File: src/rtl/shift_pkg.sv
// Shared definitions for the pipelined shift unit.
// Contents:
//   SH_SLL..SH_ROR  3-bit operation encodings; codes 3'b101..3'b111 are reserved
//   sh_op_t         operation code type
//   is_legal_op()   1 when an operation code is one of the five defined shifts
package shift_pkg;

    typedef logic [2:0] sh_op_t;

    localparam sh_op_t SH_SLL = 3'b000;
    localparam sh_op_t SH_SRL = 3'b001;
    localparam sh_op_t SH_SRA = 3'b010;
    localparam sh_op_t SH_ROL = 3'b011;
    localparam sh_op_t SH_ROR = 3'b100;

    // The defined codes are contiguous from zero, so one compare covers them.
    function automatic logic is_legal_op(input sh_op_t op);
        return (op <= SH_ROR);
    endfunction

endpackage

File: src/rtl/shift_level.sv
// One level of the barrel network: shifts or rotates by a fixed DIST when
// enabled, otherwise passes the data through.
// Ports:
//   din     WIDTH  data entering the level
//   enable  1      this level's shift-amount bit
//   mode    3      operation code (reserved codes pass data through)
//   fill    1      bit shifted in from the MSB side for SRA (original sign)
//   dout    WIDTH  data leaving the level
module shift_level
    import shift_pkg::*;
#(
    parameter int WIDTH = 32,
    parameter int DIST  = 1
) (
    input  logic [WIDTH-1:0] din,
    input  logic             enable,
    input  sh_op_t           mode,
    input  logic             fill,
    output logic [WIDTH-1:0] dout
);

    // Fixed-distance shift/rotate selected by the operation code.
    always_comb begin
        dout = din;
        if (enable) begin
            case (mode)
                SH_SLL:  dout = {din[WIDTH-DIST-1:0], {DIST{1'b0}}};
                SH_SRL:  dout = {{DIST{1'b0}}, din[WIDTH-1:DIST]};
                SH_SRA:  dout = {{DIST{fill}}, din[WIDTH-1:DIST]};
                SH_ROL:  dout = {din[WIDTH-DIST-1:0], din[WIDTH-1:WIDTH-DIST]};
                SH_ROR:  dout = {din[DIST-1:0], din[WIDTH-1:DIST]};
                default: dout = din;
            endcase
        end else begin
            dout = din;
        end
    end

endmodule

File: src/rtl/shift_pipe.sv
// Pipelined shift unit (SLL, SRL, SRA, ROL, ROR) with valid/ready handshake,
// global-stall backpressure, flush and a sideband tag.
// The log2(WIDTH) barrel levels are spread over STAGES register stages; level k
// lives in stage floor(k*STAGES/SHAMT_W) and the last stage register drives out_*.
// Ports:
//   clk, rst_n    clock, asynchronous active-low reset
//   flush         kill every in-flight beat (and any beat offered this cycle)
//   in_valid      input beat valid; in_ready: unit advances this cycle
//   in_op         operation code; in_a: operand; in_shamt: shift amount
//   in_tag        sideband tag carried with the beat
//   out_valid     result valid; out_ready: consumer takes the result
//   out_result    shifted value; out_tag: tag of the beat
//   out_illegal   the beat used a reserved operation code
module shift_pipe
    import shift_pkg::*;
#(
    parameter  int WIDTH   = 32,
    parameter  int STAGES  = 2,
    parameter  int TAG_W   = 5,
    localparam int SHAMT_W = $clog2(WIDTH)
) (
    input  logic               clk,
    input  logic               rst_n,
    input  logic               flush,
    input  logic               in_valid,
    output logic               in_ready,
    input  logic [2:0]         in_op,
    input  logic [WIDTH-1:0]   in_a,
    input  logic [SHAMT_W-1:0] in_shamt,
    input  logic [TAG_W-1:0]   in_tag,
    output logic               out_valid,
    input  logic               out_ready,
    output logic [WIDTH-1:0]   out_result,
    output logic [TAG_W-1:0]   out_tag,
    output logic               out_illegal
);

    logic advance_s;

    // Stage registers; index STAGES-1 is the output register.
    logic               valid_r   [STAGES];
    logic [WIDTH-1:0]   data_r    [STAGES];
    logic [SHAMT_W-1:0] shamt_r   [STAGES];
    sh_op_t             op_r      [STAGES];
    logic               sign_r    [STAGES];
    logic               illegal_r [STAGES];
    logic [TAG_W-1:0]   tag_r     [STAGES];

    // What each stage sees at its input: the port for stage 0, the previous
    // stage register otherwise.
    logic               src_valid_s   [STAGES];
    logic [WIDTH-1:0]   src_data_s    [STAGES];
    logic [SHAMT_W-1:0] src_shamt_s   [STAGES];
    sh_op_t             src_op_s      [STAGES];
    logic               src_sign_s    [STAGES];
    logic               src_illegal_s [STAGES];
    logic [TAG_W-1:0]   src_tag_s     [STAGES];
    logic [WIDTH-1:0]   stage_res_s   [STAGES];

    logic [WIDTH-1:0]   lvl_in_s  [SHAMT_W];
    logic [WIDTH-1:0]   lvl_out_s [SHAMT_W];

    // The whole pipe moves together; it only stops when the output is stuck.
    assign advance_s = !valid_r[STAGES-1] || out_ready;
    assign in_ready  = advance_s;

    assign out_valid   = valid_r[STAGES-1];
    assign out_result  = data_r[STAGES-1];
    assign out_tag     = tag_r[STAGES-1];
    assign out_illegal = illegal_r[STAGES-1];

    // Control fields of the output register have no consumer beyond it.
    logic unused_s;
    assign unused_s = ^{op_r[STAGES-1], shamt_r[STAGES-1], sign_r[STAGES-1]};

    for (genvar s = 0; s < STAGES; s++) begin : g_stage
        if (s == 0) begin : g_src_in
            assign src_valid_s[s]   = in_valid;
            assign src_data_s[s]    = in_a;
            assign src_shamt_s[s]   = in_shamt;
            assign src_op_s[s]      = in_op;
            // SRA fills with the operand's original sign, captured here.
            assign src_sign_s[s]    = in_a[WIDTH-1];
            assign src_illegal_s[s] = !is_legal_op(in_op);
            assign src_tag_s[s]     = in_tag;
        end else begin : g_src_reg
            assign src_valid_s[s]   = valid_r[s-1];
            assign src_data_s[s]    = data_r[s-1];
            assign src_shamt_s[s]   = shamt_r[s-1];
            assign src_op_s[s]      = op_r[s-1];
            assign src_sign_s[s]    = sign_r[s-1];
            assign src_illegal_s[s] = illegal_r[s-1];
            assign src_tag_s[s]     = tag_r[s-1];
        end

        // Stage register: flush kills valid; payload loads only with a real
        // beat so the output fields hold their last value across bubbles.
        always_ff @(posedge clk or negedge rst_n) begin
            if (!rst_n) begin
                valid_r[s]   <= 1'b0;
                data_r[s]    <= {WIDTH{1'b0}};
                shamt_r[s]   <= {SHAMT_W{1'b0}};
                op_r[s]      <= SH_SLL;
                sign_r[s]    <= 1'b0;
                illegal_r[s] <= 1'b0;
                tag_r[s]     <= {TAG_W{1'b0}};
            end else if (flush) begin
                valid_r[s] <= 1'b0;
            end else if (advance_s) begin
                valid_r[s] <= src_valid_s[s];
                if (src_valid_s[s]) begin
                    data_r[s]    <= stage_res_s[s];
                    shamt_r[s]   <= src_shamt_s[s];
                    op_r[s]      <= src_op_s[s];
                    sign_r[s]    <= src_sign_s[s];
                    illegal_r[s] <= src_illegal_s[s];
                    tag_r[s]     <= src_tag_s[s];
                end
            end
        end
    end

    for (genvar k = 0; k < SHAMT_W; k++) begin : g_lvl
        localparam int ST    = (k * STAGES) / SHAMT_W;
        localparam bit FIRST = (k == 0) || (((k - 1) * STAGES) / SHAMT_W != ST);
        localparam bit LAST  = (k == SHAMT_W - 1) || (((k + 1) * STAGES) / SHAMT_W != ST);

        if (FIRST) begin : g_first
            assign lvl_in_s[k] = src_data_s[ST];
        end else begin : g_chain
            assign lvl_in_s[k] = lvl_out_s[k-1];
        end

        shift_level #(
            .WIDTH (WIDTH),
            .DIST  (1 << k)
        ) u_level (
            .din    (lvl_in_s[k]),
            .enable (src_shamt_s[ST][k]),
            .mode   (src_op_s[ST]),
            .fill   (src_sign_s[ST]),
            .dout   (lvl_out_s[k])
        );

        if (LAST) begin : g_last
            assign stage_res_s[ST] = lvl_out_s[k];
        end
    end

endmodule

File: config.mk
export PLATFORM = sky130hd
export DESIGN_NAME = shift_pipe
export DESIGN_NICKNAME = d
export VERILOG_FILES = /design/src/rtl/shift_pkg.sv /design/src/rtl/shift_level.sv /design/src/rtl/shift_pipe.sv
export SDC_FILE = /design/constraint.sdc
export NUM_CORES = 1
export LEC_CHECK = 0
export CAP_MARGIN = 20
export CORE_MARGIN = 2
export CORE_UTILIZATION = 41
export CTS_CLUSTER_SIZE = 8
export DETAILED_ROUTE_END_ITERATION = 6
export SYNTH_ARGS = -nofsm -noshare
export SYNTH_HDL_FRONTEND = slang
export SYNTH_SLANG_ARGS = --single-unit
File: constraint.sdc
create_clock -name clk -period 3.61 [get_ports clk]
set_input_delay 0.722 -clock clk [delete_from_list [all_inputs] [get_ports clk]]
set_output_delay 0.722 -clock clk [all_outputs]
set_load 0.03 [all_outputs]
# == Word level (Yosys, flattened, before mapping) ==
# Index checks and enable logic that the tools add are counted.
# totals
inputBits,50
out_inout_bits,40
regBits,87
latchBits,0
elab_cells,44
ram_bits,0
romBits,0
mem_count,0
# op_classes
n_reduce_logical,9
mul,0
shift,0
n_lt_le_gt_ge,1
mux,14
div,0
addsub,0
n_bitwise,1
n_eq_ne,8
# ops
op,count
$pmux 32 s5,4
$mux 32,5
$pmux 32 s4,1
$eq 3x2->1 const B,4
$eq 3x1->1 const B,2
$eq 3x3->1 const B,2
$logic_not 3->1,2
$reduce_and 3->1,2
$mux 1,4
$le 3x3->1 const B,1
$logic_not 1->1,2
$reduce_bool 2->1,1
$reduce_or 2->1,1
$logic_or 1x1->1,1
$not 1->1,1

# == Depth between registers and ports, before layout ==
# Gate-level depths: netlist of run 1.
# depth
depth_word,7
mapped_depth,10
ltp_nobuf,6

# == Modules after synthesis ==
# Synthesis of run 1 repeated with hierarchy kept, for this count alone.
# hier_totals
hier_cells,955
hier_area_um2,8799.7
# modules_own_cells
module,seq_area_each_um2,n_inst,cells_per_inst,area_per_inst_um2
shift_pipe,2102.0,1,217,3706.1
shift_level (g_lvl[0].u_level),0.0,1,171,1119.8
shift_level (g_lvl[3].u_level),0.0,1,161,1109.8
shift_level (g_lvl[2].u_level),0.0,1,163,1097.3
shift_level (g_lvl[1].u_level),0.0,1,164,1087.3
shift_level (g_lvl[4].u_level),0.0,1,79,679.4

# == Least setup slack after synthesis of run 1 ==
# No wires, ideal clock.
# synth_timing
path_type,in2reg
startpoint,input port in_op[1]
endpoint,register data_r[50] (netlist name)
setup_time_ns,0.135
setup_slack_ns,1.198
path_stages,8
arrival_time_ns,2.277
path_buffers,2
required_time_ns,3.475
cell_sequence,buf_6 -> buf_8 -> mux2_1 -> a221oi_2 -> a21oi_1 -> a221o_1 -> a32oi_1 -> o31ai_1
# synth_between
elab_chain_cells,7
word_cells_on_any_way,11
classes_between,4 x eq/ne; 6 x mux; 1 x reduce/logical
# synth_rtl
item,line_no,rtl
from (decl),shift_pipe.sv:27,"input logic [2:0] in_op,"
$eq 3x3->1 (tied with other cells),shift_level.sv:26,case (mode)
$pmux 32 s5,shift_level.sv:26,
$mux 32,shift_level.sv:25,if (enable) begin
$pmux 32 s5,shift_level.sv:26,
$mux 32,shift_level.sv:25,
$pmux 32 s5,shift_level.sv:26,
$mux 32 (*),shift_level.sv:25,
"to (signal, indexed assignment)",shift_pipe.sv:101,data_r[s] <= {WIDTH{1'b0}};
"to (signal, indexed assignment)",shift_pipe.sv:112,data_r[s] <= stage_res_s[s];
to (decl),shift_pipe.sv:42,logic [WIDTH-1:0] data_r [STAGES];
# Every way passes the cells marked *; elsewhere a longest branch is shown, timed or not.
# A chain may end at the register's enable or synchronous reset.

# == Worst setup path in the final report of run 1 ==
# layout_timing
startpoint,input port out_ready
endpoint,output port in_ready
# layout_between
elab_chain_cells,1
# layout_rtl
item,line_no,rtl
from (decl),shift_pipe.sv:32,"input logic out_ready,"
$logic_or 1x1->1,shift_pipe.sv:64,assign advance_s = !valid_r[STAGES-1] || out_ready;
to (decl),shift_pipe.sv:26,"output logic in_ready,"
# Every way passes these cells.

==> results of run 1 <==
-- kinds of logic after synthesis --
group / after synthesis / share of synthesized area
AOI/OAI and AO/OA: 401 / 0.3581
muxes: 54 / 0.07077
buffers and inverters: 146 / 0.09815
and+or+nand+nor: 353 / 0.2027
xor gates and xnor gates: 4 / 0.009023
DFF: 84 / 0.2613
-- how the worst max path moves through the flow --
| stage | from | to | slack, ns | cells past startpoint |
|---|---|---|---|---|
| final | out_ready | in_ready | 0.51 | 4 |
| after global routing | out_ready | in_ready | 0.40 | 4 |
| after CTS | out_ready | in_ready | 0.48 | 4 |
| after detailed placement | in_op[0] | data_r[41]$_DFFE_PN0P_ | 0.23 | 10 |
| after global placement | in_op[2] | data_r[51]$_DFFE_PN0P_ | 0.25 | 8 |
| after floorplan | in_op[1] | data_r[50]$_DFFE_PN0P_ | 1.20 | 8 |
-- sequential cells by signal, summed over array words and instances (netlist names) --
signal and flops:
data_r 32, out_result 32, out_tag 5, src_tag_s 5, op_r 3, shamt_r 2
illegal_r 1, out_illegal 1, out_valid 1, sign_r 1, src_valid_s 1
-- per-stage QoR --
stage | setup WS [ns] | hold WS [ns] | util | instances | instance area (µm²)
6_report | 0.5053 | 0.3387 | 0.4888 | 1347 | 9452
2_1_floorplan | 1.198 | 0.4264 | - | 1042 | 8044
3_3_place_gp | 0.2450 | 0.4493 | 0.4716 | 1330 | 9119
3_5_place_dp | 0.2271 | 0.4506 | 0.4716 | 1330 | 9119
5_1_grt | 0.4001 | 0.3840 | 0.4887 | 1346 | 9449
4_1_cts | 0.4829 | 0.3671 | 0.4887 | 1346 | 9449
-- routing by layer --
metal,part of all wire,wire length [µm],GRT usage,up-vias
met5,0,0,0,-
met3,0.086,2771,0.05960,96
li1,-,-,-,3985
met1,0.44,14180,0.4465,4179
met4,0.039,1244,0.1197,0
met2,0.43,14010,0.4694,551
-- cells in the mapped netlist, types with 24 or more instances --
master    instances  area share
o21ai_0          42       0.026
buf_2            31       0.019
nand2_1          97       0.045
a21oi_1          87       0.054
clkbuf_1         54       0.025
o211ai_1         24       0.022
o22ai_1          35       0.027
nor2_1          146       0.068
buf_4            37       0.035
a221oi_1         40       0.044
mux2i_1          31       0.039
dfrtp_1          84        0.26
-- power breakdown --
part           switching, mW  total, mW  internal [mW]
logic                   1.25       2.08          0.832
clock network          0.439       1.06          0.620
registers              0.247       1.43           1.18
-- area by class of cell --
cell class | instances | area, µm²
tap | 265 | 331.6
inverter | 11 | 41.29
antenna | 1 | 2.502
clock inverter | 7 | 105.1
sequential | 84 | 2102
fill | 1951 | 9883
clock buffer | 9 | 225.2
multi-input combinational | 812 | 5160
timing repair buffer | 158 | 1484
-- critical path, cell delays in order --
cell	delay, ns
clkdlybuf4s50_1	0.40
nor2b_1	0.52
inv_1	0.12
clkdlybuf4s50_1	0.62
==> metrics, run 1 <==
status=complete, no violations; CTS Hold Bufs=0; RePlAce Congestion=around 1.0; post-synth net total=between 1k and 1.5k; clk sinks=84; CP Class=in -> out; Worst Setup End Kind=output port; Critical R2R Launch=op_r[3]$_DFFE_PN0P_; Remaining Overflow, GRT=0; post-synthesis sequential area ratio=0.2613; Final Power=approximately 4.6 mW; Post-CTS Resized=0; Antenna Nets Post-Route=0; Worst-path clk slew=roughly 0.070 ns; FMAX=between 300 and 400 MHz; row cnt=between 50 and 60; post-CTS setup buffers=0; Leak Pwr=around 3.7 nW; Syn. warnings=0; R2R cell count=7; Netlist cell types=90; WP data required=just under 3 ns; CTS tree=done; drt drc=0; CTS H-tree lvls=3; DP HPWL=about 24000 µm; vias in the first global route=between 8k and 9k; Tmin final=roughly 3.1 ns; setup violators final=0; Slew @ Worst Pin=0.9917 ns; die area=roughly 0.021 mm²; wire length per cell=23.91 µm; RSZ-0062 raised after global routing=false; Area Growth Syn to Fin=17.50%; initial drt markers=around 1.0k; skew final=about 0.011 ns; crit path DAT=approximately 2.4 ns; initial antenna violation count=1; Die Y=144.1 µm; worst skew pair latency=roughly 0.36 ns; setup TNS=0 ns; Initial Util=0.4160; most frequent cells in the layout=nor2_1 (145), nand2_1 (97), a21oi_1 (87); Pwr per Cell Area=just under 500 mW/mm²; Hold WC Path Type=in -> async; clock root cell=clkbuf_16; vias=between 8k and 9k; r2r endpoint=out_result[10]$_DFFE_PN0P_; total track usage=0.3136; IO Count=90; number of port buffers=89; #FFs+latches synth=84; Max Buffers Root-to-Sink=2; Startpoint Class=primary input; final hold vios=0; Reg2Reg Setup Slack=between 1 and 1.5 ns; max-cap violations=0; Rel. slew slack=0.3349; nets@finish=between 1k and 1.5k; number of synthesized flops with an enable pin=0; core area=between 0.015 and 0.02 mm²; largest net degree at the start of global routing=40; via density per instance=about 6.5; Die W=~140 µm; Main synth FF type=dfrtp_1; Syn Area/Cell=approximately 7.7 µm²; Async SR Flop Fraction=1.000; Final Max Tran Viols=0; peak supply drop=~260 µV; Synth Instances=about 1.0k; Crit Path Max Fanout=8; first-pass GRT wire length=49450 µm; commonest non-fill, non-tap cell in the layout=nor2_1; Mapped Area=roughly 0.008 mm²; share of cells above drive strength 1=0.1323; clock buffer count from CTS=9; DRT Wirelength=~32000 µm; Final Cycle Share=0.8600; First-pass DRT Iterations=6
Note: power is estimated with default switching activity, not from simulation.
==> run 2, diff against run 1 <==
GPL_TIMING_DRIVEN = 0   (was not set)
==> metrics, run 2 (same netlist as run 1, synthesis figures left out) <==
CTS H-tree lvls=3 (unchanged); Reg2Reg Setup Slack=0.76 ns (-0.28 ns); largest net degree at the start of global routing=44 (+10%); crit path DAT=3.84 ns (+1.46 ns); core area=0.01933 mm² (unchanged); final hold vios=0 (unchanged); Remaining Overflow, GRT=0 (unchanged); initial antenna violation count=0 (-1); Antenna Nets Post-Route=0 (unchanged); vias=9550 (+8.4%); drt drc=5 (+5); Max Buffers Root-to-Sink=2 (unchanged); WP buf/inv=4 (+1); DP HPWL=30030 µm (+24%); first-pass GRT wire length=57350 µm (+16%); Critical Path Sink=data_r[49]$_DFFE_PN0P_; WP data required=3.83 ns (+0.94 ns); area of the multi-input gates=0.005152 mm² (-0.15%); max-cap violations=0 (unchanged); Leak Pwr=3.690 nW (about the same); IO Count=90 (unchanged); Tmin final=3.617 ns (+0.5126 ns); die area=0.02076 mm² (unchanged); Final Max Tran Viols=0 (unchanged); Final Cycle Share=1.002 (+0.1420); Die W=144.1 µm (unchanged); CP max-delay cell=clkbuf_1; fin worst setup slack=-0.007300 ns (-0.5126 ns); clock buffer count from CTS=9 (unchanged); CTS tree=done; Crit Path Max Fanout=10 (+2); FMAX=276.4 MHz (-14%); RSZ-0062 raised after global routing=false; vias in the first global route=8703 (+8.2%); wire length per cell=27.63 µm (+16%); skew final=0.01308 ns (+0.002146 ns); initial drt markers=1441 (+39%); diodes inserted=0 (-1); share of cells above drive strength 1=0.1301 (-0.002232); Worst path max stage delay=0.62 ns (about the same); Critical Path Stages=9 (+5); CTS Hold Bufs=0 (unchanged); status=finished with violations; worst skew pair latency=0.36 ns (about the same); violated checks=DRC, setup timing; Startpoint Class=primary input; via density per instance=6.807 (+4.1%); row cnt=51 (unchanged); filler cell count=1990 (+2.0%); Rel. slew slack=0.2098 (-0.1251); total track usage=0.3767 (+0.06306); Worst Setup End Kind=register; clock root cell=clkbuf_16; RePlAce Congestion=1.051 (+2.4%); Area Growth Syn to Fin=17.79%; setup violators final=1 (+1); R2R cell count=7 (unchanged); Worst-path clk slew=0.07 ns (about the same); Initial Util=0.4160 (unchanged); Critical R2R Launch=out_valid$_DFFE_PN0P_; number of port buffers=79 (-11%); critical-path cell list=clkdlybuf4s50_1 > buf_6 > xor2_4 > o21ai_1 > buf_2 > clkbuf_1 > o22ai_1 > a211oi_1 > a211oi_1; First-pass DRT Iterations=7 (+1); peak supply drop=236.0 µV (-8.9%); CP Class=in -> reg; Pwr per Cell Area=494.8 mW/mm² (+2.5%); Final Power=4.689 mW (+2.8%); Sequential Area=0.002102 mm² (unchanged); Hold WC Path Type=in -> async; Die Y=144.1 µm (unchanged); commonest non-fill, non-tap cell in the layout=nor2_1; Place WS=-0.1905 ns (-0.4176 ns); top cell family by delay on the critical path=buffers and inverters; most frequent cells in the layout=nor2_1 (146), nand2_1 (97), a21oi_1 (87); Slew @ Worst Pin=1.178 ns (+0.1866 ns); nets@finish=1183 (+5.1%); DRT Wirelength=38760 µm (+20%); crit path launch=in_op[1]; CP dominant cell by count=a211oi_1; r2r endpoint=data_r[44]$_DFFE_PN0P_; clk sinks=84 (unchanged)
-- run 2: changes by cell type in the layout (fill, tap and decap cells not counted), moves of 2 or more --
| cell | before | now |
|---|---|---|
| buf_1 | 0 | 5 |
| buf_12 | 7 | 0 |
| clkdlybuf4s50_1 | 86 | 78 |
| buf_4 | 63 | 38 |
| buf_6 | 0 | 7 |
| bufinv_16 | 2 | 0 |
| clkbuf_1 | 0 | 53 |
| buf_2 | 2 | 31 |
-- run 2: report_power, final --
| group | switching, mW | internal [mW] |
|---|---|---|
| sequential | 0.255 | 1.18 |
| clock | 0.448 | 0.480 |
| combinational | 1.38 | 0.944 |
| total | 2.09 | 2.60 |
-- run 2: what timing repair did --
| item | in CTS | in global routing |
|---|---|---|
| resized for setup | 0 | 2 |
| setup buffers | 0 | 0 |
| endpoints found under the setup margin | 0 | 1 |
-- run 2: how the worst min path moves through the flow --
| stage | to | slack (ns) | depth (start not counted) |
|---|---|---|---|
| after detailed placement | out_tag[1]$_DFFE_PN0P_ | 0.45 | 2 |
| after CTS | out_valid$_DFFE_PN0P_ | 0.37 | 1 |
| after global placement | out_tag[2]$_DFFE_PN0P_ | 0.45 | 2 |
| after floorplan | data_r[32]$_DFFE_PN0P_ | 0.43 | 0 |
| after global routing | out_valid$_DFFE_PN0P_ | 0.39 | 1 |
| final | out_valid$_DFFE_PN0P_ | 0.35 | 1 |
-- run 2: final cells by class --
type | count | area share
clock buffers | 9 | 0.02377
inverters | 11 | 0.004358
clock inverters | 7 | 0.006074
flip-flops and latches | 84 | 0.2218
multi-input cells | 812 | 0.5438
well taps | 265 | 0.03499
plain buffers | 135 | 0.07910
repair buffers | 80 | 0.08610
-- run 2: through the flow --
step | utilization | setup TNS (ns) | hold WS (ns) | area (µm²) | instances
after detailed placement | 0.4754 | -0.9471 | 0.4534 | 9191 | 1387
final | 0.4901 | -0.007300 | 0.3517 | 9475 | 1403
after floorplan | - | 0 | 0.4264 | 8044 | 1042
after global placement | 0.4741 | -112.75 | 0.4489 | 9166 | 1386
after CTS | 0.4900 | 0 | 0.3698 | 9474 | 1403
after global routing | 0.4901 | 0 | 0.3882 | 9475 | 1403
-- run 2: layer usage --
| layer | vias up | global-route usage | part of all wire | routed length (µm) |
|---|---|---|---|---|
| met5 | - | 0 | 0 | 0 |
| met4 | 0 | 0.1940 | 0.054 | 2096 |
| met3 | 131 | 0.08046 | 0.12 | 4563 |
| met2 | 761 | 0.5356 | 0.42 | 16190 |
| met1 | 4547 | 0.5343 | 0.41 | 15910 |
| li1 | 4111 | - | - | - |
-- run 2: worst reg2reg max path, delay by kind of cell, from the launching register on --
kind	cells	cell delay, ns
AO/OA/AOI/OAI	2	0.61
AND/OR/NAND/NOR	2	0.45
flip-flops	1	0.39
buffers and inverters	3	1.32
